--- config.mk ---
export PLATFORM = sky130hd
export DESIGN_NAME = memory_access_stage
export DESIGN_NICKNAME = d
export VERILOG_FILES = /design/src/rtl/memory_access_stage_pkg.sv /design/src/rtl/memory_access_stage_aligner.sv /design/src/rtl/memory_access_stage.sv
export SDC_FILE = /design/constraint.sdc
export NUM_CORES = 1
export LEC_CHECK = 0
export BUFFER_PORTS_ARGS = -buffer_cell sky130_fd_sc_hd__buf_4
export CORE_AREA = 2 2 214 216
export CTS_CLUSTER_DIAMETER = 30
export DETAILED_ROUTE_END_ITERATION = 10
export DIE_AREA = 0 0 216 218
export HOLD_SLACK_MARGIN = 0.15
export PLACE_DENSITY = 0.55
export SLEW_MARGIN = 20
export SYNTH_ARGS = -nofsm -noshare
export SYNTH_HDL_FRONTEND = slang
export SYNTH_SLANG_ARGS = --single-unit
--- constraint.sdc ---
create_clock -name clock -period 1.8 [get_ports clock]
set_input_delay 0.09 -clock clock [delete_from_list [all_inputs] [get_ports clock]]
set_output_delay 0.09 -clock clock [all_outputs]
set_load 0.02 [all_outputs]
--- src/rtl/memory_access_stage_pkg.sv ---
// Shared types for the memory stage: execute->memory and memory->writeback
// bundles, stage FSM states and the memory-width encoding shared with decode.
package memory_access_stage_pkg;

    localparam logic [1:0] MEM_BYTE = 2'd0;
    localparam logic [1:0] MEM_HALF = 2'd1;
    localparam logic [1:0] MEM_WORD = 2'd2;

    typedef enum logic [1:0] {
        MEM_IDLE,
        MEM_ACCESS,
        MEM_DONE
    } memoryState_;

    typedef struct packed {
        logic        stall;
        logic        flush;
    } control_;

    typedef struct packed {
        logic        valid;
        logic        illegal;
        logic [31:0] programCounter;
        logic [31:0] programCounterPlus4;
        logic [4:0]  destinationRegister;
        logic [1:0]  writebackType;
        logic [31:0] result;
        logic [31:0] storeData;
        logic        memoryReadEnable;
        logic        memoryWriteEnable;
        logic [1:0]  memoryWidth;
        logic        memorySigned;
        logic        csrWriteEnable;
        logic [11:0] csrAddress;
        logic [31:0] csrWriteData;
    } executeMemoryPayload_;

    typedef struct packed {
        logic        valid;
        logic        illegal;
        logic [31:0] programCounter;
        logic [31:0] programCounterPlus4;
        logic [4:0]  destinationRegister;
        logic [1:0]  writebackType;
        logic [31:0] result;
        logic        csrWriteEnable;
        logic [11:0] csrAddress;
        logic [31:0] csrWriteData;
        logic [31:0] loadData;
        logic        misalignedLoad;
        logic        misalignedStore;
        logic [31:0] faultAddress;
    } memoryWritebackPayload_;

endpackage

--- src/rtl/memory_access_stage_aligner.sv ---
// Byte-lane steering for stores, extraction/extension for loads,
// and misalignment detection.
module load_store_aligner
    import memory_access_stage_pkg::*;
(
    input  logic [1:0]  offset,
    input  logic [1:0]  width,
    input  logic [31:0] storeSource,
    output logic        misaligned,
    output logic [3:0]  byteEnable,
    output logic [31:0] storeData,
    input  logic [1:0]  loadOffset,
    input  logic [1:0]  loadWidth,
    input  logic        loadSigned,
    input  logic [31:0] loadWord,
    output logic [31:0] loadData
);

    logic [31:0] shifted;

    always_comb begin
        misaligned = 1'b0;
        byteEnable = 4'b1111;
        storeData  = storeSource;
        case (width)
            MEM_BYTE: begin
                byteEnable = 4'b0001 << offset;
                storeData  = {4{storeSource[7:0]}};
            end
            MEM_HALF: begin
                misaligned = offset[0];
                byteEnable = 4'b0011 << offset;
                storeData  = {2{storeSource[15:0]}};
            end
            default: misaligned = (offset != 2'b00);
        endcase
    end

    always_comb begin
        shifted  = loadWord >> {loadOffset, 3'b000};
        loadData = shifted;
        case (loadWidth)
            MEM_BYTE: loadData = {{24{loadSigned & shifted[7]}}, shifted[7:0]};
            MEM_HALF: loadData = {{16{loadSigned & shifted[15]}}, shifted[15:0]};
            default:  loadData = shifted;
        endcase
    end

endmodule

--- src/rtl/memory_access_stage.sv ---
// Memory stage: drives the req/ack data port, stalls upstream while an
// access is outstanding, and registers the memory->writeback payload.
module memory_access_stage
    import memory_access_stage_pkg::*;
#(
    parameter int ADDR_WIDTH = 32,
    parameter int DATA_WIDTH = 32
) (
    input  logic                   clock,
    input  logic                   reset,
    input  executeMemoryPayload_   executeMemoryPayload,
    input  control_                memoryWritebackControl,
    output memoryWritebackPayload_ memoryWritebackPayload,
    output logic                   memoryStallRequest,
    output logic                   dataRequest,
    output logic                   dataWrite,
    output logic [ADDR_WIDTH-1:0]  dataAddress,
    output logic [DATA_WIDTH-1:0]  dataWriteData,
    output logic [3:0]             dataByteEnable,
    input  logic [DATA_WIDTH-1:0]  dataReadData,
    input  logic                   dataAcknowledge,
    output logic                   forwardValid,
    output logic [4:0]             forwardRegister,
    output logic [31:0]            forwardData
);

    memoryState_            state;
    logic                   killed;
    logic [1:0]             accessOffset;
    logic [1:0]             accessWidth;
    logic                   accessSigned;
    logic                   accessRead;
    logic [DATA_WIDTH-1:0]  readBuffer;
    logic                   misaligned;
    logic [3:0]             laneEnable;
    logic [31:0]            laneData;
    logic [31:0]            alignedLoad;
    logic                   memOp;
    logic                   faulting;
    logic                   startAccess;
    logic                   updatePayload;
    memoryWritebackPayload_ nextPayload;

    load_store_aligner aligner (
        .offset      (executeMemoryPayload.result[1:0]),
        .width       (executeMemoryPayload.memoryWidth),
        .storeSource (executeMemoryPayload.storeData),
        .misaligned  (misaligned),
        .byteEnable  (laneEnable),
        .storeData   (laneData),
        .loadOffset  (accessOffset),
        .loadWidth   (accessWidth),
        .loadSigned  (accessSigned),
        .loadWord    (readBuffer),
        .loadData    (alignedLoad)
    );

    assign memOp = executeMemoryPayload.valid && !executeMemoryPayload.illegal
                && (executeMemoryPayload.memoryReadEnable
                    || executeMemoryPayload.memoryWriteEnable);
    assign faulting    = memOp && misaligned;
    assign startAccess = (state == MEM_IDLE) && memOp && !misaligned
                      && !memoryWritebackControl.flush;

    // Gated by reset so an in-flight request vanishes the moment reset rises.
    assign memoryStallRequest = !reset && (startAccess || state == MEM_ACCESS);
    assign dataRequest        = !reset && (state == MEM_ACCESS);

    assign updatePayload = !memoryWritebackControl.stall && !memoryStallRequest
                        && !memoryWritebackControl.flush;

    always_comb begin
        nextPayload                     = '0;
        nextPayload.valid               = executeMemoryPayload.valid;
        nextPayload.illegal             = executeMemoryPayload.illegal || faulting;
        nextPayload.programCounter      = executeMemoryPayload.programCounter;
        nextPayload.programCounterPlus4 = executeMemoryPayload.programCounterPlus4;
        nextPayload.destinationRegister = executeMemoryPayload.destinationRegister;
        nextPayload.writebackType       = executeMemoryPayload.writebackType;
        nextPayload.result              = executeMemoryPayload.result;
        nextPayload.csrWriteEnable      = executeMemoryPayload.csrWriteEnable;
        nextPayload.csrAddress          = executeMemoryPayload.csrAddress;
        nextPayload.csrWriteData        = executeMemoryPayload.csrWriteData;
        nextPayload.misalignedLoad      = faulting && executeMemoryPayload.memoryReadEnable;
        nextPayload.misalignedStore     = faulting && executeMemoryPayload.memoryWriteEnable;
        nextPayload.faultAddress        = faulting ? executeMemoryPayload.result : 32'd0;
        if (state == MEM_DONE && accessRead)
            nextPayload.loadData = alignedLoad;
    end

    always_ff @(posedge clock) begin
        if (reset) begin
            state                  <= MEM_IDLE;
            killed                 <= 1'b0;
            dataWrite              <= 1'b0;
            dataAddress            <= '0;
            dataWriteData          <= '0;
            dataByteEnable         <= 4'b0000;
            readBuffer             <= '0;
            accessOffset           <= 2'b00;
            accessWidth            <= MEM_BYTE;
            accessSigned           <= 1'b0;
            accessRead             <= 1'b0;
            memoryWritebackPayload <= '0;
        end else begin
            if (memoryWritebackControl.flush)
                memoryWritebackPayload.valid <= 1'b0;
            else if (updatePayload)
                memoryWritebackPayload <= nextPayload;

            unique case (state)
                MEM_IDLE: if (startAccess) begin
                    state          <= MEM_ACCESS;
                    dataWrite      <= executeMemoryPayload.memoryWriteEnable;
                    dataAddress    <= {executeMemoryPayload.result[ADDR_WIDTH-1:2], 2'b00};
                    dataWriteData  <= laneData;
                    dataByteEnable <= executeMemoryPayload.memoryWriteEnable
                                      ? laneEnable : 4'b0000;
                    accessOffset   <= executeMemoryPayload.result[1:0];
                    accessWidth    <= executeMemoryPayload.memoryWidth;
                    accessSigned   <= executeMemoryPayload.memorySigned;
                    accessRead     <= executeMemoryPayload.memoryReadEnable;
                end
                MEM_ACCESS: begin
                    // The bus cannot abort; a flush only marks the result dead.
                    if (memoryWritebackControl.flush)
                        killed <= 1'b1;
                    if (dataAcknowledge) begin
                        readBuffer     <= dataReadData;
                        killed         <= 1'b0;
                        dataWrite      <= 1'b0;
                        dataByteEnable <= 4'b0000;
                        state <= (killed || memoryWritebackControl.flush)
                                 ? MEM_IDLE : MEM_DONE;
                    end
                end
                MEM_DONE: if (memoryWritebackControl.flush
                              || !memoryWritebackControl.stall)
                    state <= MEM_IDLE;
                default: state <= MEM_IDLE;
            endcase
        end
    end

    assign forwardValid = executeMemoryPayload.valid
                       && !executeMemoryPayload.memoryReadEnable
                       && executeMemoryPayload.destinationRegister != 5'd0
                       && !executeMemoryPayload.illegal;
    assign forwardRegister = executeMemoryPayload.destinationRegister;
    assign forwardData     = executeMemoryPayload.result;

endmodule
==> flow_metrics.py, run 1 <==
metrics = {
    "route": {
        "wire_per_inst_um": 17.98,
        "dr.pass1.iters": 5,
        "drtIter0Drc": 874,
        "drc": 0,
        "final_antenna_net_count": 0,
        "routed_wl_um": 53740,
        "viasPerCell": 4.677,
        "num_vias": 13980,
    },
    "power_and_ir_drop": {
        "intPower_mw": 20.30,
        "power.share.switching": 0.2363,
        "power.total_mw": 26.58,
        "max-vdd-ir-drop_uv": 823.7,
        "pwr-share-seq": 0.284,
        "p_switching_mw": 6.281,
        "p_leak_nw": 9.633,
        "p_comb_frac": 0.097,
        "clkPwrFrac": 0.619,
        "pwr_density_cell_nw_per_um2": 1163,
    },
    "clocking": {
        "cts_num_sinks": 324,
        "cts_buffers": 90,
        "root_buffer": "clkbuf_16",
        "htree_levels": 3,
        "cts_tree": "done",
        "clk_latency_ns": 0.61,
        "path_clk_slew_ns": 0.04,
        "cts.path.max_buffers": 3,
    },
    "floorplan": {
        "fp.coreArea_um2": 44890,
        "initial_core_util": 0.2795,
        "fp.dieW_um": 216,
        "dieArea_um2": 47090,
        "die_h_um": 218,
        "ios": 549,
        "rows": 78,
    },
    "yosys": {
        "synth.area.top_cells": "dfxtp_1, nand2_1, a21oi_1, buf_4, mux2i_1",
        "syn_inst": 1552,
        "synth_mux_area_frac": 0.03450,
        "synth_simple_gate_area_share": 0.2059,
        "synth_xor_xnor_area_share": 0.0006979,
        "synth_top_family_by_area": "simple AND/OR/NAND/NOR gates",
        "synth_top_area_share": 0.5168,
        "yosys.area_share.adder": 0,
        "synth_area_per_cell_um2": 8.086,
        "ys_types": 45,
        "async_flop_share": 0,
        "synth_compound_area_frac": 0.1704,
        "synth_edf_count": 0,
        "synth_top_cell_by_area": "dfxtp_1",
        "synth_common_cells": "nand2_1, dfxtp_1, a21oi_1",
        "dominantRegCellSynth": "dfxtp_1",
        "synth.yosys.seq_area_share": 0.5168,
        "ys.warnings.count": 0,
        "syn_area_um2": 12550,
        "synth_seq_cells": 324,
        "yosysMostFrequentCell": "nand2_1",
    },
    "sta": {
        "grt_setup_unrepaired": "yes",
        "fin_crit_ns": 1.943,
        "setup_viol": 1,
        "final_hold_viol_count": 0,
        "worst_slack_ns": -0.1431,
        "hold-worst-slack_ns": 0.2721,
        "worstMarginPinSlew_ns": 0.7887,
        "slew_headroom": 0.4742,
        "clock.fmax_mhz": 514.6,
        "fin_skew_ns": 0.02083,
        "fin_crit_sh": 1.080,
        "slew_violations": 0,
    },
    "critical_path": {
        "cp-start-kind": "input port",
        "critical_path.max_fanout": 5,
        "worstSetupPathType": "in -> out",
        "end_kind": "output port",
        "required_ns": 1.71,
        "worstPathArrival_ns": 1.85,
    },
    "hold_path": {
        "hold_class": "in -> reg",
    },
    "place": {
        "dp_cells": 2586,
        "place_congestion": 0.8398,
        "hpwl_um": 33990,
        "port-buffer-count": 546,
    },
    "global_routing": {
        "grt_pass1_wl_um": 79160,
        "overflow": 0,
        "antenna_found_initial": 3,
        "grt_max_degree": 139,
        "grt_usage": 0.2145,
        "grt_pass1_vias": 14060,
    },
    "run": {
        "cap_violations": 0,
    },
    "final_layout": {
        "final_core_util": 0.5092,
        "area_growth_pct": 82.16,
        "fin_cells": 2989,
        "fin_nets": 2540,
        "nFillCells": 4141,
        "drive_gt1_frac": 0.3251,
    },
    "outcome": {
        "violations": "negative setup slack",
        "outcome": "complete, but fails checks",
    },
}
-- registers in the layout, summed over array words and instances (netlist names) --
register,flops
accessOffset,2
memoryWritebackPayload,216
killed,1
state,2
dataByteEnable,4
accessRead,1
dataWriteData,32
dataAddress,30
dataWrite,1
readBuffer,32
accessSigned,1
accessWidth,2
-- power groups by stage --
stage	combinational, mW	sequential, mW	clock [mW]
after floorplan	0.764	7.88	0
after global placement	2.06	7.64	0
after CTS	2.53	7.53	16.7
final	2.58	7.54	16.5
after global routing	2.75	7.55	17.2
after detailed placement	2.08	7.65	0
-- cell usage in the layout (no fill, tap or decap), drive strengths merged, types with 2 or more instances in the layout --
| master | instances |
|---|---|
| conb | 2 |
| mux2i | 41 |
| nand3 | 9 |
| a22oi | 32 |
| bufinv | 14 |
| clkinvlp | 9 |
| nand4 | 7 |
| inv | 6 |
| nand3b | 11 |
| a22o | 16 |
| a21oi | 251 |
| nor2 | 70 |
| o21ai | 29 |
| a311oi | 15 |
| nand2 | 531 |
| dlygate4sd3 | 226 |
| diode | 2 |
| clkbuf | 118 |
| mux2 | 2 |
| clkinv | 23 |
| dfxtp | 324 |
| o211ai | 3 |
| nand2b | 3 |
| a31oi | 4 |
| nor3 | 7 |
| nor2b | 2 |
| o31ai | 7 |
| nor4 | 3 |
| a211oi | 9 |
| buf | 603 |
-- kinds of logic after synthesis --
group	count (synthesis)
buffers and inverters	165
DFF	324
xor gates and xnor gates	1
AOI/OAI and AO/OA	370
other	1
and+or+nand+nor	648
muxes	43
-- final timing paths --
check                                   from                         end  slack [ns]  depth (start not counted)
hold / removal      executeMemoryPayload[27]  memoryWritebackPayload[93]        0.27                          4
setup reg to reg                    state[0]           dataWriteData[14]        0.03                          7
setup / recovery   executeMemoryPayload[185]          memoryStallRequest       -0.14                          8
hold reg to reg   memoryWritebackPayload[33]  memoryWritebackPayload[33]        0.45                          2
-- final cells by class --
cell class,instances,area [um2],share of cell area
clock inverters,48,711.9,0.03114
repair buffers,832,7197,0.3148
well taps,600,750.7,0.03284
diodes,2,5.005,0.0002189
inverters,4,15.01,0.0006568
clock buffers,115,2466,0.1079
multi-input cells,1064,5226,0.2286
flip-flops and latches,324,6489,0.2838
-- layer usage --
layer | vias to the layer above | global-route usage | wire, um
met5 | - | 0 | 16
li1 | 6697 | - | -
met1 | 6631 | 0.2555 | 22040
met4 | 2 | 0.1062 | 1807
met3 | 125 | 0.05816 | 3464
met2 | 524 | 0.3568 | 26410
-- what timing repair did --
item                                    in CTS  in global routing
endpoints found under the setup margin      19                137
cloned                                       1                  3
pin swaps                                    3                  7
gates resized for setup                     12                  3
hold buffers                               226                  0
buffers inserted                             4                  4
hold endpoints to repair                   307                  0
-- critical path, stage by stage --
cell and delay, ns:
buf_4 0.11, dlygate4sd3_1 0.57, nand2b_4 0.20, nor4_4 0.26, buf_4 0.16, nand3b_1 0.12, a21oi_2 0.18, buf_6 0.15
-- per-stage QoR --
| step | worst slack (ns) | instance area (um2) | setup TNS [ns] |
|---|---|---|---|
| global route | -0.2356 | 22860 | -0.5554 |
| CTS | -0.1719 | 22730 | -0.2271 |
| floorplan | 0.1329 | 12550 | 0 |
| finish | -0.1431 | 22860 | -0.1431 |
| global placement | -0.05129 | 17180 | -0.4517 |
| detailed placement | -0.1336 | 17180 | -1.560 |
Power figures use the tool's default switching activity.
==> run 2, diff against run 1 <==
--- a/config.mk
+++ b/config.mk
@@ -12,6 +12,7 @@
 export DIE_AREA = 0 0 216 218
 export HOLD_SLACK_MARGIN = 0.15
 export PLACE_DENSITY = 0.55
+export SKIP_LAST_GASP = 1
 export SLEW_MARGIN = 20
 export SYNTH_ARGS = -nofsm -noshare
 export SYNTH_HDL_FRONTEND = slang
==> run 2 against run 1 <==
  * Cell area shrank 0.16%
  * Die area is the same
  * Clock skew grew 0.0013 ns
  * Setup slack lost 0.010 ns
  * Sequential share of layout area is essentially flat
  * Combinational power is essentially flat
  * Total power is essentially flat
  * The run still ends with negative setup slack left
  * Critical endpoint unchanged
  * Via count is essentially flat
  * Utilization shrank 0.084 points
==> flow_metrics.py, run 2 (synthesis results as in run 1) <==
metrics = {
    "outcome": {
        "outcome": "complete, but fails checks",
        "violations": "negative setup slack",
    },
    "floorplan": {
        "fp.dieW_um": 216,
        "dieArea_um2": 47090,
        "initial_core_util": 0.2795,
        "ios": 549,
        "die_h_um": 218,
        "fp.coreArea_um2": 44890,
        "rows": 78,
    },
    "sta": {
        "slew_violations": 0,
        "fin_crit_sh": 1.085,
        "fin_crit_ns": 1.954,
        "setup_viol": 1,
        "setup_tns_ns": -0.1536,
        "worst_slack_ns": -0.1536,
        "slew_headroom": 0.4724,
        "hold-worst-slack_ns": 0.2737,
        "worstMarginPinSlew_ns": 0.7915,
        "fin_skew_ns": 0.02214,
        "final_hold_viol_count": 0,
        "grt_setup_unrepaired": "yes",
        "clock.fmax_mhz": 511.9,
    },
    "power_and_ir_drop": {
        "power.total_mw": 26.55,
        "max-vdd-ir-drop_uv": 822.5,
        "p_switching_mw": 6.262,
        "pwr_density_cell_nw_per_um2": 1163,
        "intPower_mw": 20.29,
        "clkPwrFrac": 0.620,
        "power.share.switching": 0.2358,
        "pwr-share-seq": 0.284,
        "p_comb_frac": 0.097,
        "p_leak_nw": 9.611,
    },
    "clocking": {
        "htree_levels": 3,
        "cts_tree": "done",
        "cts.path.max_buffers": 3,
        "clk_latency_ns": 0.61,
        "path_clk_slew_ns": 0.04,
        "root_buffer": "clkbuf_16",
        "cts_buffers": 90,
        "cts_num_sinks": 324,
    },
    "global_routing": {
        "antenna_found_initial": 3,
        "grt_pass1_wl_um": 79160,
        "overflow": 0,
        "grt_usage": 0.2146,
        "grt_max_degree": 139,
        "grt_pass1_vias": 14050,
    },
    "critical_path": {
        "reg2reg_slack_ns": 0.02,
        "required_ns": 1.71,
        "worstPathArrival_ns": 1.86,
        "worstSetupPathType": "in -> out",
        "critical_path.max_fanout": 5,
        "regToRegStartpoint": "state[0]",
        "cp-start-kind": "input port",
        "r2r_cells": 7,
        "end_kind": "output port",
        "startpoint": "executeMemoryPayload[185]",
    },
    "place": {
        "post_dp_cell_area_um2": 17180,
        "port-buffer-count": 546,
        "hpwl_um": 33990,
        "place_congestion": 0.8398,
    },
    "final_layout": {
        "drive_gt1_frac": 0.3245,
        "nFillCells": 4150,
        "area_growth_pct": 81.86,
        "final_core_util": 0.5084,
        "final_area_um2": 22820,
        "largest-register": "memoryWritebackPayload",
        "final_cell_mix": "buf_4, nand2_1, dfxtp_1, a21oi_1, dlygate4sd3_1",
        "reg_top3": "memoryWritebackPayload: 216 flops, dataWriteData: 32 flops, readBuffer: 32 flops",
        "largest_reg_flops": 216,
        "fin_nets": 2538,
        "final-seq-area_um2": 6489,
        "multi_input_area_um2": 5226,
        "mostFrequentLayoutCell": "buf_4",
    },
    "route": {
        "num_vias": 13990,
        "dr.pass1.iters": 6,
        "wire_per_inst_um": 17.75,
        "drtIter0Drc": 860,
        "drc": 0,
        "final_antenna_net_count": 0,
        "routed_wl_um": 53020,
        "viasPerCell": 4.684,
    },
    "hold_path": {
        "hold_class": "in -> reg",
        "min_path_cells": 4,
        "worstHoldStart": "executeMemoryPayload[27]",
    },
    "run": {
        "cap_violations": 0,
    },
}
[run 2: area by class of cell]
cell class,count,share of cell area
timing repair buffer,830,0.3137
sequential,324,0.2843
multi-input combinational,1064,0.2290
clock buffer,115,0.1081
tap,600,0.03289
clock inverter,48,0.03119
inverter,4,0.0006579
antenna,2,0.0002193
[run 2: per-stage QoR]
| step | cells | setup slack (ns) |
|---|---|---|
| after global placement | 2586 | -0.05129 |
| after floorplan | 1553 | 0.1329 |
| after CTS | 2980 | -0.1719 |
| after global routing | 2987 | -0.2355 |
| after detailed placement | 2586 | -0.1336 |
| final | 2987 | -0.1536 |
[run 2: power by group through the flow]
stage               Clock [mW]  Combinational [mW]  Sequential, mW
finish                    16.5                2.56            7.54
detailed placement           0                2.08            7.65
global placement             0                2.06            7.64
CTS                       16.7                2.53            7.53
floorplan                    0               0.764            7.88
global route              17.2                2.73            7.55
[run 2: repair_timing]
action / in CTS / in global routing
setup endpoints to repair: 19 / 138
hold buffers: 226 / 0
cloned: 1 / 1
resized for setup: 10 / 6
setup buffers: 4 / 4
hold endpoints to repair: 307 / 0
pin swaps: 3 / 3
[run 2: layer usage]
layer | wire length, um | vias to the layer above | track usage
met3 | 3653 | 123 | 0.05816
li1 | - | 6692 | -
met5 | 16 | - | 0
met4 | 1844 | 2 | 0.1064
met2 | 26030 | 548 | 0.3567
met1 | 21470 | 6627 | 0.2556
[run 2: worst paths after layout]
path | endpoint
hold reg to reg | memoryWritebackPayload[33]
setup reg to reg | dataWriteData[11]
setup / recovery | memoryStallRequest
hold / removal | memoryWritebackPayload[93]
[run 2: worst max-delay path, stage by stage]
cell and delay, ns:
buf_4 0.11, dlygate4sd3_1 0.57, nand2b_4 0.20, nor4_4 0.26
buf_4 0.16, nand3b_1 0.12, a21oi_2 0.19, buf_6 0.15
==> run 3, diff against run 2 <==
--- a/config.mk
+++ b/config.mk
@@ -6,12 +6,12 @@
 export NUM_CORES = 1
 export LEC_CHECK = 0
 export BUFFER_PORTS_ARGS = -buffer_cell sky130_fd_sc_hd__buf_4
-export CORE_AREA = 2 2 214 216
+export CORE_AREA = 2 2 210 212
 export CTS_CLUSTER_DIAMETER = 30
 export DETAILED_ROUTE_END_ITERATION = 10
-export DIE_AREA = 0 0 216 218
+export DIE_AREA = 0 0 212 214
 export HOLD_SLACK_MARGIN = 0.15
-export PLACE_DENSITY = 0.55
+export PLACE_DENSITY = 0.57
 export SKIP_LAST_GASP = 1
 export SLEW_MARGIN = 20
 export SYNTH_ARGS = -nofsm -noshare
==> run 3 against run 2 <==
  * Largest cell class unchanged
  * Sequential power hardly changed
  * Final cell count is 0.64% lower
  * Setup slack worse by 0.17 ns
  * Critical path type is now reg -> out
  * Highest routed layer unchanged
  * Flip-flop and latch count stayed put
  * Combinational power is 2% higher
  * Clock power is 7% lower
  * The flow still finishes with violations (negative setup slack)
  * Total power is 3.8% lower
==> flow_metrics.py, run 3 (synthesis results as in run 1) <==
metrics = {
    "outcome": {
        "outcome": "complete, but fails checks",
        "violations": "negative setup slack",
    },
    "floorplan": {
        "ios": 549,
        "fp.coreArea_um2": 42890,
        "initial_core_util": 0.2926,
        "fp.dieW_um": 212,
        "rows": 76,
        "dieArea_um2": 45370,
        "die_h_um": 214,
    },
    "route": {
        "routed_wl_um": 54590,
        "num_vias": 14040,
        "final_antenna_net_count": 0,
        "drtIter0Drc": 952,
        "wire_per_inst_um": 18.39,
        "viasPerCell": 4.731,
        "dr.pass1.iters": 5,
        "drc": 0,
    },
    "critical_path": {
        "critical_path.max_fanout": 3,
        "crit_path_max_incr_delay_ns": 0.35,
        "cp-start-kind": "flop",
        "crit_chain": "nor4_4 > buf_4 > nand3b_1 > buf_12 > a21oi_2 > buf_4",
        "required_ns": 1.71,
        "reg2reg_slack_ns": -0.09,
        "cpMostUsedCell": "buf_4",
        "regToRegStartpoint": "state[0]",
        "worstSetupPathType": "reg -> out",
        "r2r_cells": 9,
        "crit_end": "memoryStallRequest",
        "startpoint": "state[0]",
        "r2r-end": "dataAddress[23]",
        "end_kind": "output port",
        "crit_slowest_cell": "dfxtp_4",
        "worstPathArrival_ns": 2.03,
    },
    "sta": {
        "worstMarginPinSlew_ns": 0.8421,
        "fin_skew_ns": 0.01204,
        "fin_crit_sh": 1.178,
        "setup_tns_ns": -2.585,
        "clock.fmax_mhz": 471.5,
        "slew_headroom": 0.4386,
        "setup_viol": 47,
        "fin_crit_ns": 2.121,
        "grt_setup_unrepaired": "yes",
        "slew_violations": 0,
        "worst_slack_ns": -0.3210,
        "final_hold_viol_count": 0,
    },
    "global_routing": {
        "grt_max_degree": 113,
        "grt_pass1_vias": 14240,
        "antenna_found_initial": 3,
        "overflow": 0,
        "grt_usage": 0.2293,
        "grt_pass1_wl_um": 80830,
    },
    "clocking": {
        "root_buffer": "clkbuf_16",
        "cts.path.max_buffers": 3,
        "htree_levels": 3,
        "clk_latency_ns": 0.60,
        "cts_num_sinks": 324,
        "path_clk_slew_ns": 0.04,
        "cts_tree": "done",
        "cts_buffers": 84,
    },
    "final_layout": {
        "largest_reg_flops": 216,
        "drive_gt1_frac": 0.3532,
        "final_area_um2": 23020,
        "fin_nets": 2537,
        "reg_top3": "memoryWritebackPayload: 216 flops, dataWriteData: 32 flops, readBuffer: 32 flops",
        "final_cell_mix": "buf_4, nand2_1, dfxtp_1, dlygate4sd3_1, a21oi_1",
        "area_growth_pct": 83.41,
        "largest-register": "memoryWritebackPayload",
        "mostFrequentLayoutCell": "buf_4",
    },
    "power_and_ir_drop": {
        "p_leak_nw": 9.597,
        "pwr_density_cell_nw_per_um2": 1110,
        "max-vdd-ir-drop_uv": 832.6,
    },
    "place": {
        "hpwl_um": 34660,
        "dpl_worst_slack_ns": -0.07555,
        "post_dp_cell_area_um2": 17130,
        "place_congestion": 0.9046,
        "port-buffer-count": 546,
    },
    "hold_path": {
        "hold_class": "in -> reg",
    },
    "run": {
        "cap_violations": 0,
    },
}
-- run 3: worst min path at each step --
stage	from	endpoint	slack [ns]	cells after the start
2_1_floorplan	memoryWritebackControl[0]	state[1]	0.17	1
3_3_place_gp	executeMemoryPayload[148]	memoryWritebackPayload[177]	0.34	3
3_5_place_dp	executeMemoryPayload[136]	memoryWritebackPayload[165]	0.34	3
6_report	reset	accessOffset[1]	0.20	3
5_1_grt	reset	accessSigned	0.21	3
4_1_cts	reset	memoryWritebackPayload[22]	0.17	3
-- run 3: routing by layer --
metal | global-route usage | share of wire | vias to the layer above
met5 | 0 | 0.00022 | -
met4 | 0.1136 | 0.038 | 2
met3 | 0.06671 | 0.073 | 145
met2 | 0.3887 | 0.49 | 524
met1 | 0.2618 | 0.40 | 6657
li1 | - | - | 6714
-- run 3: critical path, delay by kind of cell, from the launching register on --
| family | cells | cell delay, ns |
|---|---|---|
| buffers and inverters | 3 | 0.52 |
| AOI/OAI and AO/OA | 1 | 0.11 |
| DFF | 1 | 0.35 |
| and+or+nand+nor | 2 | 0.45 |
-- run 3: what timing repair did --
item,4_1_cts,5_1_grt
gates resized for setup,8,116
hold buffers,225,0
gates cloned,2,5
pin swaps,1,65
setup buffers,6,6
hold endpoints to repair,307,0
endpoints found under the setup margin,17,83
-- run 3: power by group --
group          internal (mW)  switching (mW)  leakage, nW
clock                   10.6            4.81         1.40
combinational           1.27            1.33         5.57
sequential              7.41           0.126         2.63
total                   19.3            6.27         9.60
-- run 3: layout make-up --
class / count / area (um2)
clock inverters: 51 / 685.7
inverters: 4 / 15.01
fillers: 3854 / 19870
multi-input cells: 1064 / 5578
diodes: 2 / 5.005
well taps: 585 / 732.0
clock buffers: 103 / 2243
repair buffers: 835 / 7267
flip-flops and latches: 324 / 6491
-- run 3: metrics by stage --
step                utilization  power (mW)  hold slack (ns)  instances
CTS                      0.5235       25.73           0.1675       2957
finish                   0.5367       25.54           0.2006       2968
detailed placement       0.3994       9.736           0.3430       2570
global route             0.5367       26.40           0.2148       2968
floorplan                     -       8.645           0.1693       1553
global placement         0.3994       9.715           0.3367       2570
